<file path="config.mk">
export PLATFORM = sky130hd
export DESIGN_NAME = sm4_stream_adapter_flat
export DESIGN_NICKNAME = d
export VERILOG_FILES = /design/src/rtl/sm4_pkg.sv /design/src/rtl/sm4_stream_adapter_if.sv /design/src/rtl/sm4_byte_shifter.sv /design/src/rtl/sm4_stream_adapter.sv /design/src/flat_wrapper.sv
export SDC_FILE = /design/constraint.sdc
export NUM_CORES = 1
export LEC_CHECK = 0
export BUFFER_PORTS_ARGS = -buffer_cell sky130_fd_sc_hd__buf_4
export CORE_MARGIN = 2
export CORE_UTILIZATION = 57
export DETAILED_ROUTE_END_ITERATION = 16
export PLACE_DENSITY_LB_ADDON = 0.15
export SKIP_LAST_GASP = 1
export SYNTH_ARGS = -nofsm -noshare
export SYNTH_HDL_FRONTEND = slang
export SYNTH_SLANG_ARGS = --single-unit
export TNS_END_PERCENT = 1
</file>
<file path="constraint.sdc">
create_clock -name clk -period 20.2 [get_ports clk]
set_input_delay 2.02 -clock clk [delete_from_list [all_inputs] [get_ports clk]]
set_output_delay 2.02 -clock clk [all_outputs]
set_load 0.05 [all_outputs]
</file>
<file path="src/rtl/sm4_pkg.sv">
// Shared types and constants for the SM4 byte-stream adapter.
// Optional feature macro: SM4_KEY_REUSE_EN adds the LOAD_HDR start state.
package sm4_pkg;

    localparam int SM4_BLOCK_BYTES = 16;

    typedef logic [7:0] byte_t;
    typedef byte_t block_t [0:SM4_BLOCK_BYTES-1];

    typedef enum logic [2:0] {
        LOAD_KEY  = 3'd0,
        LOAD_DATA = 3'd1,
        COMPUTE   = 3'd2,
        SEND      = 3'd3
`ifdef SM4_KEY_REUSE_EN
        ,
        LOAD_HDR  = 3'd4
`endif
    } state_t;

`ifdef SM4_KEY_REUSE_EN
    localparam state_t START_STATE = LOAD_HDR;
`else
    localparam state_t START_STATE = LOAD_KEY;
`endif

endpackage

</file>
<file path="src/rtl/sm4_stream_adapter_if.sv">
// Byte-stream handshake bundle between a host and the SM4 adapter.
// Optional feature macro: SM4_KEY_REUSE_EN adds in_new_key.
interface sm4_stream_adapter_if;
    import sm4_pkg::*;

    logic  in_valid;
    logic  in_ready;
    byte_t in_data;
    logic  in_mode;
`ifdef SM4_KEY_REUSE_EN
    logic  in_new_key;
`endif
    logic  out_valid;
    logic  out_ready;
    byte_t out_data;
    logic  out_last;

`ifdef SM4_KEY_REUSE_EN
    modport master (
        output in_valid, in_data, in_mode, in_new_key, out_ready,
        input  in_ready, out_valid, out_data, out_last
    );
    modport slave (
        input  in_valid, in_data, in_mode, in_new_key, out_ready,
        output in_ready, out_valid, out_data, out_last
    );
`else
    modport master (
        output in_valid, in_data, in_mode, out_ready,
        input  in_ready, out_valid, out_data, out_last
    );
    modport slave (
        input  in_valid, in_data, in_mode, out_ready,
        output in_ready, out_valid, out_data, out_last
    );
`endif

endinterface

</file>
<file path="src/rtl/sm4_byte_shifter.sv">
// 16-entry byte register: indexed byte write, whole-block parallel load,
// indexed byte read and full-block view.
module sm4_byte_shifter
    import sm4_pkg::*;
(
    input  logic       clk,
    input  logic       rst,
    input  logic       wr_en,
    input  logic [3:0] wr_idx,
    input  byte_t      wr_data,
    input  logic       ld_en,
    input  block_t     ld_data,
    input  logic [3:0] rd_idx,
    output byte_t      rd_data,
    output block_t     q
);

    block_t mem_q;
    block_t mem_d;

    // Next contents: a parallel load takes priority over a single-byte write.
    always_comb begin
        mem_d = mem_q;
        if (ld_en) begin
            mem_d = ld_data;
        end else if (wr_en) begin
            mem_d[wr_idx] = wr_data;
        end
    end

    // Storage, cleared on reset.
    always_ff @(posedge clk or posedge rst) begin
        if (rst) begin
            for (int i = 0; i < SM4_BLOCK_BYTES; i++) begin
                mem_q[i] <= '0;
            end
        end else begin
            mem_q <= mem_d;
        end
    end

    assign rd_data = mem_q[rd_idx];
    assign q       = mem_q;

endmodule

</file>
<file path="src/rtl/sm4_stream_adapter.sv">
// Byte-serial front/back end for the combinational SM4 core: gathers key and
// data bytes, holds them on the core for CALC_CYCLES+1 cycles, captures dst and
// streams the 16 result bytes out.
// Optional feature macro: SM4_KEY_REUSE_EN (first byte may skip key loading).
//
// state     | meaning
// LOAD_HDR  | (key reuse only) first byte decides: new key or data-only
// LOAD_KEY  | accepting key bytes into mk[cnt]
// LOAD_DATA | accepting data bytes into src[cnt]
// COMPUTE   | core inputs held, settle counter running down
// SEND      | streaming result[cnt] out
module sm4_stream_adapter
    import sm4_pkg::*;
#(
    parameter int CALC_CYCLES = 1,
    parameter int BLOCK_BYTES = SM4_BLOCK_BYTES
) (
    input  logic                        clk,
    input  logic                        rst,
    sm4_stream_adapter_if.slave         strm,
    output block_t                      sm4_mk,
    output block_t                      sm4_src,
    output logic                        sm4_mode,
    input  block_t                      sm4_dst
);

    localparam logic [3:0] LAST_IDX    = 4'(BLOCK_BYTES - 1);
    localparam logic [3:0] SETTLE_INIT = 4'(CALC_CYCLES);

    state_t     state_q, state_d;
    logic [3:0] cnt_q, cnt_d;
    logic [3:0] settle_q, settle_d;
    logic       mode_q, mode_d;

    logic       in_ready;
    logic       out_valid;
    byte_t      out_data;
    logic       out_last;
    logic       mk_we;
    logic       src_we;
    logic       res_ld;
    logic       in_acc;
    logic       out_cons;
    byte_t      res_rd;
    byte_t      unused_mk_rd;
    byte_t      unused_src_rd;
    block_t     unused_res_q;
    block_t     blk_zero;

    assign blk_zero = '{default: 8'h00};
    assign in_acc   = strm.in_valid && in_ready;
    assign out_cons = out_valid && strm.out_ready;

    // State, counters and latched mode.
    always_ff @(posedge clk or posedge rst) begin
        if (rst) begin
            state_q  <= START_STATE;
            cnt_q    <= '0;
            settle_q <= '0;
            mode_q   <= 1'b0;
        end else begin
            state_q  <= state_d;
            cnt_q    <= cnt_d;
            settle_q <= settle_d;
            mode_q   <= mode_d;
        end
    end

    // Next-state and counter updates.
    always_comb begin
        state_d  = state_q;
        cnt_d    = cnt_q;
        settle_d = settle_q;
        mode_d   = mode_q;
        case (state_q)
`ifdef SM4_KEY_REUSE_EN
            LOAD_HDR: begin
                if (in_acc) begin
                    mode_d  = strm.in_mode;
                    cnt_d   = 4'd1;
                    state_d = strm.in_new_key ? LOAD_KEY : LOAD_DATA;
                end
            end
`endif
            LOAD_KEY: begin
                if (in_acc) begin
                    if (cnt_q == 4'd0) begin
                        mode_d = strm.in_mode;
                    end
                    cnt_d = cnt_q + 4'd1;
                    if (cnt_q == LAST_IDX) begin
                        state_d = LOAD_DATA;
                    end
                end
            end
            LOAD_DATA: begin
                if (in_acc) begin
                    cnt_d = cnt_q + 4'd1;
                    if (cnt_q == LAST_IDX) begin
                        cnt_d    = 4'd0;
                        settle_d = SETTLE_INIT;
                        state_d  = COMPUTE;
                    end
                end
            end
            COMPUTE: begin
                if (settle_q == 4'd0) begin
                    state_d = SEND;
                end else begin
                    settle_d = settle_q - 4'd1;
                end
            end
            SEND: begin
                if (out_cons) begin
                    cnt_d = cnt_q + 4'd1;
                    if (cnt_q == LAST_IDX) begin
                        cnt_d   = 4'd0;
                        state_d = START_STATE;
                    end
                end
            end
            default: state_d = START_STATE;
        endcase
    end

    // Handshake outputs and register write strobes.
    always_comb begin
        in_ready  = 1'b0;
        out_valid = 1'b0;
        out_data  = '0;
        out_last  = 1'b0;
        mk_we     = 1'b0;
        src_we    = 1'b0;
        res_ld    = 1'b0;
        case (state_q)
`ifdef SM4_KEY_REUSE_EN
            LOAD_HDR: begin
                in_ready = 1'b1;
                mk_we    = strm.in_valid && strm.in_new_key;
                src_we   = strm.in_valid && !strm.in_new_key;
            end
`endif
            LOAD_KEY: begin
                in_ready = 1'b1;
                mk_we    = strm.in_valid;
            end
            LOAD_DATA: begin
                in_ready = 1'b1;
                src_we   = strm.in_valid;
            end
            COMPUTE: begin
                res_ld = (settle_q == 4'd0);
            end
            SEND: begin
                out_valid = 1'b1;
                out_data  = res_rd;
                out_last  = (cnt_q == LAST_IDX);
            end
            default: ;
        endcase
    end

    assign strm.in_ready  = in_ready;
    assign strm.out_valid = out_valid;
    assign strm.out_data  = out_data;
    assign strm.out_last  = out_last;
    assign sm4_mode       = mode_q;

    sm4_byte_shifter u_mk (
        .clk     (clk),
        .rst     (rst),
        .wr_en   (mk_we),
        .wr_idx  (cnt_q),
        .wr_data (strm.in_data),
        .ld_en   (1'b0),
        .ld_data (blk_zero),
        .rd_idx  (cnt_q),
        .rd_data (unused_mk_rd),
        .q       (sm4_mk)
    );

    sm4_byte_shifter u_src (
        .clk     (clk),
        .rst     (rst),
        .wr_en   (src_we),
        .wr_idx  (cnt_q),
        .wr_data (strm.in_data),
        .ld_en   (1'b0),
        .ld_data (blk_zero),
        .rd_idx  (cnt_q),
        .rd_data (unused_src_rd),
        .q       (sm4_src)
    );

    sm4_byte_shifter u_res (
        .clk     (clk),
        .rst     (rst),
        .wr_en   (1'b0),
        .wr_idx  (4'd0),
        .wr_data (8'h00),
        .ld_en   (res_ld),
        .ld_data (sm4_dst),
        .rd_idx  (cnt_q),
        .rd_data (res_rd),
        .q       (unused_res_q)
    );

endmodule

</file>
<file path="src/flat_wrapper.sv">
// flat-port wrapper written by rule: the top's interface ports become plain ports
module sm4_stream_adapter_flat import sm4_pkg::*;
#(
    parameter int CALC_CYCLES = 1,
    parameter int BLOCK_BYTES = SM4_BLOCK_BYTES
)
  (clk, rst, sm4_mk, sm4_src, sm4_mode, sm4_dst, strm_in_valid, strm_in_data, strm_in_mode, strm_out_ready, strm_in_ready, strm_out_valid, strm_out_data, strm_out_last);
  sm4_stream_adapter_if strm_i ();
  input  logic clk;
  input  logic rst;
  output block_t sm4_mk;
  output block_t sm4_src;
  output logic sm4_mode;
  input  block_t sm4_dst;
  input wire logic [$bits(strm_i.in_valid)-1:0] strm_in_valid;
  input wire logic [$bits(strm_i.in_data)-1:0] strm_in_data;
  input wire logic [$bits(strm_i.in_mode)-1:0] strm_in_mode;
  input wire logic [$bits(strm_i.out_ready)-1:0] strm_out_ready;
  output wire logic [$bits(strm_i.in_ready)-1:0] strm_in_ready;
  output wire logic [$bits(strm_i.out_valid)-1:0] strm_out_valid;
  output wire logic [$bits(strm_i.out_data)-1:0] strm_out_data;
  output wire logic [$bits(strm_i.out_last)-1:0] strm_out_last;
  assign strm_i.in_valid = strm_in_valid;
  assign strm_i.in_data = strm_in_data;
  assign strm_i.in_mode = strm_in_mode;
  assign strm_i.out_ready = strm_out_ready;
  assign strm_in_ready = strm_i.in_ready;
  assign strm_out_valid = strm_i.out_valid;
  assign strm_out_data = strm_i.out_data;
  assign strm_out_last = strm_i.out_last;
  sm4_stream_adapter #(.CALC_CYCLES(CALC_CYCLES), .BLOCK_BYTES(BLOCK_BYTES)) u_core (.clk(clk), .rst(rst), .strm(strm_i), .sm4_mk(sm4_mk), .sm4_src(sm4_src), .sm4_mode(sm4_mode), .sm4_dst(sm4_dst));
endmodule
</file>
Word-level counts from Yosys, hierarchy flattened. Cells that the tools add are included.

Logic and storage cells: 113. Bits in registers: 396.

Add/sub/neg operators: 2. $lt $le $gt $ge: 2. Reductions and logical operators: 13. Muxes and demuxes: 31. Bitwise logic cells: 1. Equal/unequal tests: 12.

Operators with widths (count): $bwmux W128 (2); $bmux W8 S4 (1); $demux W8 S4 (1); $mux W8 (4); $mux W4 (7); $mux W3 (7); $ne A2 B1 Y1 const B (7); $pmux W3 S4 (1); $pmux W4 S3 (1); $logic_not A4 Y1 (2); $pmux W4 S2 (1); $reduce_and A4 Y1 (2); $reduce_and A7 Y1 (1); $eq A3 B2 Y1 const B (2); $mux W1 (6); $ge A5 B5 Y1 const B (1); $lt A5 B1 Y1 const B (1); $not A4 Y5 (1); $add A4 B1 Y4 const B (1); $eq A4 B4 Y1 const B (1); $sub A4 B1 Y4 const B (1); $eq A3 B1 Y1 const B (1); $logic_and A1 B1 Y1 (3); $logic_not A3 Y1 (1); 5 further kinds (5).

Depth between registers and ports, before layout.
Depth after elaboration: 6. Gate-level depth with buffers: 9.

Modules after synthesis. From an unflattened synthesis, not the netlist that was laid out.

Cell total of the unflattened synthesis: 2573. Area total of the unflattened synthesis: 22894.5 µm².

Modules (own cells, without submodules): sm4_byte_shifter (cells each 826, times used 3, area an instance 7328.3 µm², seq. area each 3203.1 µm²); sm4_stream_adapter (cells each 95, times used 1, area an instance 909.6 µm², seq. area each 275.3 µm²).

Worst setup path before layout. No wires, ideal clock.

Path kind: register to output. Start point: reg u_core.state_q[1]. End point: out strm_out_data[0]. Required time: 18180 ps. Path buffers: 0. Stages on the path, launching flop included: 6. Slack: 15873 ps. Arrival: 2307 ps. Cell sequence: dfrtp_1 > ha_1 > inv_1 > nor3_1 > a22oi_1 > o21ai_0.

Word-level cells in the longest chain between the ends: 2.

RTL lines: start, declared (RTL line sm4_stream_adapter.sv:30) `state_t state_q, state_d;`; start signal, assigned (RTL line sm4_stream_adapter.sv:62) `state_q <= state_d;`; $eq A3 B2 Y1 (RTL line sm4_stream_adapter.sv:135) `case (state_q)`; $mux W8 (RTL line sm4_stream_adapter.sv:135); end, declared (RTL line flat_wrapper.sv:21) `output wire logic [$bits(strm_i.out_data)-1:0] strm_out_data;`.

Every way passes these cells.

Worst setup path in the final report.
Start point: reg u_core.cnt_q[1]. End point: out strm_out_data[5].

Word-level cells in the longest chain between the ends: 5.

RTL lines: start, declared (RTL line sm4_stream_adapter.sv:31) `logic [3:0] cnt_q, cnt_d;`; start signal, assigned (RTL line sm4_stream_adapter.sv:63) `cnt_q <= cnt_d;`; $not A4 Y5 (implied by the code) (RTL line sm4_byte_shifter.sv:42) `assign rd_data = mem_q[rd_idx];`; $bmux W8 S4 (RTL line sm4_byte_shifter.sv:42); $mux W8 (implied by the code) (2 in a row) (RTL line sm4_byte_shifter.sv:42); $mux W8 (RTL line sm4_stream_adapter.sv:135).

Every way passes these cells. The select of a mux whose other input is x is not followed.

==> implementation parameters <==
Parameter                              Value

Run status
  Status ... finished clean

Drt
  Number of iterations in the first detailed-routing pass ... 4
  Drt wl/cell ... 23.0 um
  Number of nets with antenna violations after detailed routing ... 0
  Ratio of routed vias to standard cells ... 5.62
  Number of DRC violations after detailed-routing iteration 0 ... 571
  DRC viols ... 0
  Via Count ... 10200
  WL final ... 41600 um

GRT
  First-pass GRT wire length ... 63900 um
  Initial antenna violation count ... 0
  Global-route usage over all layers ... 27.7%
  Pin count of the biggest net entering global routing ... 180
  Total grt overflow ... 0
  Via count of the first global-routing pass ... 10700

Final layout
  Filler cell count in the final layout ... 1835
  Leading cell types in the layout, fill and taps excluded ... 412 x buf_4, 393 x dfrtp_1, 348 x mux2_2
  Total area of multi-input combinational cells ... 0.00601 mm^2
  Most frequent standard cell in the layout excluding fill and tap cells ... buf_4
  Post-layout util ... 74.6%
  Area grow syn2layout ... 28.0%
  Number of nets in the layout ... 1555
  Number of antenna cells inserted ... 0
  Finished Layout Cells ... 1812
  Area taken by flip-flops and latches ... 0.00989 mm^2
  Fin area ... 0.0208 mm^2
  Layout cell share with drive strength beyond 1 ... 63.5%

Clock tree
  Postcts setup bufs ... 0
  Clock network latency to the later pin of the worst-skew pair ... 530 ps
  CTS Buffer Depth ... 3
  CTS Hold Buffers Added ... 0
  Clock buffers created by TritonCTS ... 41
  Clock Sink Count ... 395
  Number of gates resized after CTS ... 0
  H-Tree Level Count ... 2
  CTS tree ... yes
  Clock-pin slew of the registers on the worst-case setup and hold paths ... 60 ps
  Root Buffer ... clkbuf_16

Setup path
  Category of the worst setup path capture point ... output port
  Largest fanout of any net on the critical path ... 19
  Req. time, crit path ... 18180 ps
  Reg2reg start ... u_core.settle_q[0]$_DFFE_PP0P_
  End of the worst register-to-register path ... u_core.u_res.q[35]$_DFFE_PP0P_
  Number of cells traversed by the worst register-to-register path ... 7
  Register-to-register setup slack ... 16880 ps
  Worst Setup Path Type ... reg2out
  Setup crit start kind ... flop
  Worst endpoint data arrival time ... 3290 ps

Placement
  Pre-CTS WS ... 15420 ps
  Count of port buffers added during placement ... 408
  Dpl hpwl ... 29200 um
  Placement Cell Area ... 0.0195 mm^2
  Placed cell count ... 1740
  Global placer's final weighted congestion ... 0.781

Yosys
  Net count of the mapped netlist ... 1160
  Mean area per synthesized cell ... 16.1 um^2
  Largest cells by area after synthesis ... dfrtp_1 61%, mux2_2 24%, mux4_2 4.4%
  Top cell type's share of synthesized area ... 60.7%
  Primary flip-flop cell chosen by synthesis mapping ... dfrtp_1
  Number of synthesized flops with an enable pin ... 0
  Number of synthesized register bits ... 395
  Part of the Yosys area used for sequential elements ... 60.7%
  Yosys warnings ... 0
  Fraction of registers with async set or reset after synthesis ... 100%
  Cell Area, Synth ... 0.0163 mm^2
  Synth unique cells ... 38
  Gate count after technology mapping ... 1010
  Dominant cell type by area after synthesis ... dfrtp_1

Timing
  Worst clock skew ... 10.8 ps
  Setup Total Neg Slack ... 0 ps
  Final worst path period share ... 26.3%
  Setup-failing EPs final ... 0
  Fmax ... 0.188 GHz
  Final setup slack of the worst path ... 14890 ps
  Final Max Slew Viols ... 0
  Max transition margin ... 32.3%
  Setup repair after global routing missed its margin ... no
  Final Hold Vio Count ... 0
  Measured slew at the worst slew-check pin ... 1010 ps
  Time the final worst path needs with I/O delays and setup ... 5310 ps

Flow run
  Max-Cap Viols ... 0

Floorplan
  Site Rows ... 61
  Boundary Pins ... 409
  Starting utilization of the core area ... 58.3%
  Core outline area ... 0.0279 mm^2
  Die X ... 173 um
  Overall die height ... 173 um
  Die Area ... 0.0299 mm^2

Pwr
  Leakage component of the power ... 10.4 nW
  PwrDens ... 192 mW/mm^2
  Worst voltage drop across the vdd grid ... 0.0990 mV

Worst hold path
  Hold depth ... 1
  Kind of path behind the tightest hold check ... reg2reg
  Endpoint of the worst hold path ... u_core.u_mk.q[30]$_DFFE_PP0P_
  Min-delay src ... u_core.u_mk.q[30]$_DFFE_PP0P_
cells in the mapped netlist, drive strengths merged, types with 2 or more instances:
| master | count |
|---|---|
| nand3 | 8 |
| o221ai | 2 |
| nand2 | 25 |
| a22oi | 10 |
| nand2b | 2 |
| mux2i | 8 |
| or3 | 4 |
| inv | 12 |
| nand3b | 2 |
| buf | 30 |
| o21ai | 13 |
| nor2 | 22 |
| clkbuf | 31 |
| mux2 | 386 |
| ha | 9 |
| dfrtp | 395 |
| a22o | 2 |
| nor3 | 6 |
| mux4 | 32 |
| nand4 | 2 |
where the power goes:
| group | internal [mW] | switching, mW | total [mW] |
|---|---|---|---|
| sequential | 1.14 | 0.213 | 1.35 |
| clock | 0.435 | 0.296 | 0.731 |
| combinational | 0.714 | 1.21 | 1.92 |
final cells by class:
type                    instances  area share, %
clock buffers                  63           5.95
well taps                     378           2.27
multi-input cells             542           28.8
repair buffers                413           14.9
inverters                      12          0.252
flip-flops and latches        395           47.4
clock inverters                 9          0.354
flip-flops by register name, summed over array words and instances (netlist names):
signal and cells:
u_core.sm4_mode 1, u_core.settle_q 4, u_core.u_src.q 128, u_core.u_res.q 128, u_core.cnt_q 4, u_core.state_q 2, u_core.u_mk.q 128
cells by family (layout without fill, tap and decap cells):
family / count (synthesis) / count (layout) / synth area share (%)
mux: 426 / 426 / 32.2
flops: 395 / 395 / 60.7
simple gates: 73 / 73 / 2.53
buf+inv: 73 / 497 / 2.49
compound gates: 33 / 33 / 1.41
fa+ha+maj: 9 / 9 / 0.691
xor+xnor: 1 / 1 / 0.0538
routing by layer:
metal	vias up	global-route usage, %	share of wire (%)
met5	-	0	0
met4	0	9.25	3.3
met3	79	7.32	7.0
met2	370	46.9	50
met1	5308	34.8	40
li1	4434	-	-
through the flow:
stage / hold WS, ps / total power, mW
6_report: 496 / 4.00
5_1_grt: 508 / 4.17
4_1_cts: 497 / 4.03
3_5_place_dp: 484 / 3.29
3_3_place_gp: 476 / 3.24
2_1_floorplan: 475 / 2.69
worst max-delay path, cell delays in order, from the launching register on:
cell and delay (ps):
dfrtp_1 870, inv_1 260, nor3_1 880, a22oi_1 260, o21ai_0 230, buf_4 270
worst max path at each step:
| stage | start | end | cells after the start |
|---|---|---|---|
| finish | u_core.cnt_q[1]$_DFFE_PP0P_ | strm_out_data[5] | 5 |
| global route | u_core.cnt_q[1]$_DFFE_PP0P_ | strm_out_data[5] | 5 |
| global placement | u_core.cnt_q[1]$_DFFE_PP0P_ | strm_out_data[5] | 5 |
| floorplan | rst | u_core.cnt_q[0]$_DFFE_PP0P_ | 1 |
| CTS | u_core.cnt_q[1]$_DFFE_PP0P_ | strm_out_data[5] | 5 |
| detailed placement | u_core.cnt_q[1]$_DFFE_PP0P_ | strm_out_data[5] | 5 |
Note: power is estimated with default switching activity, not from simulation.
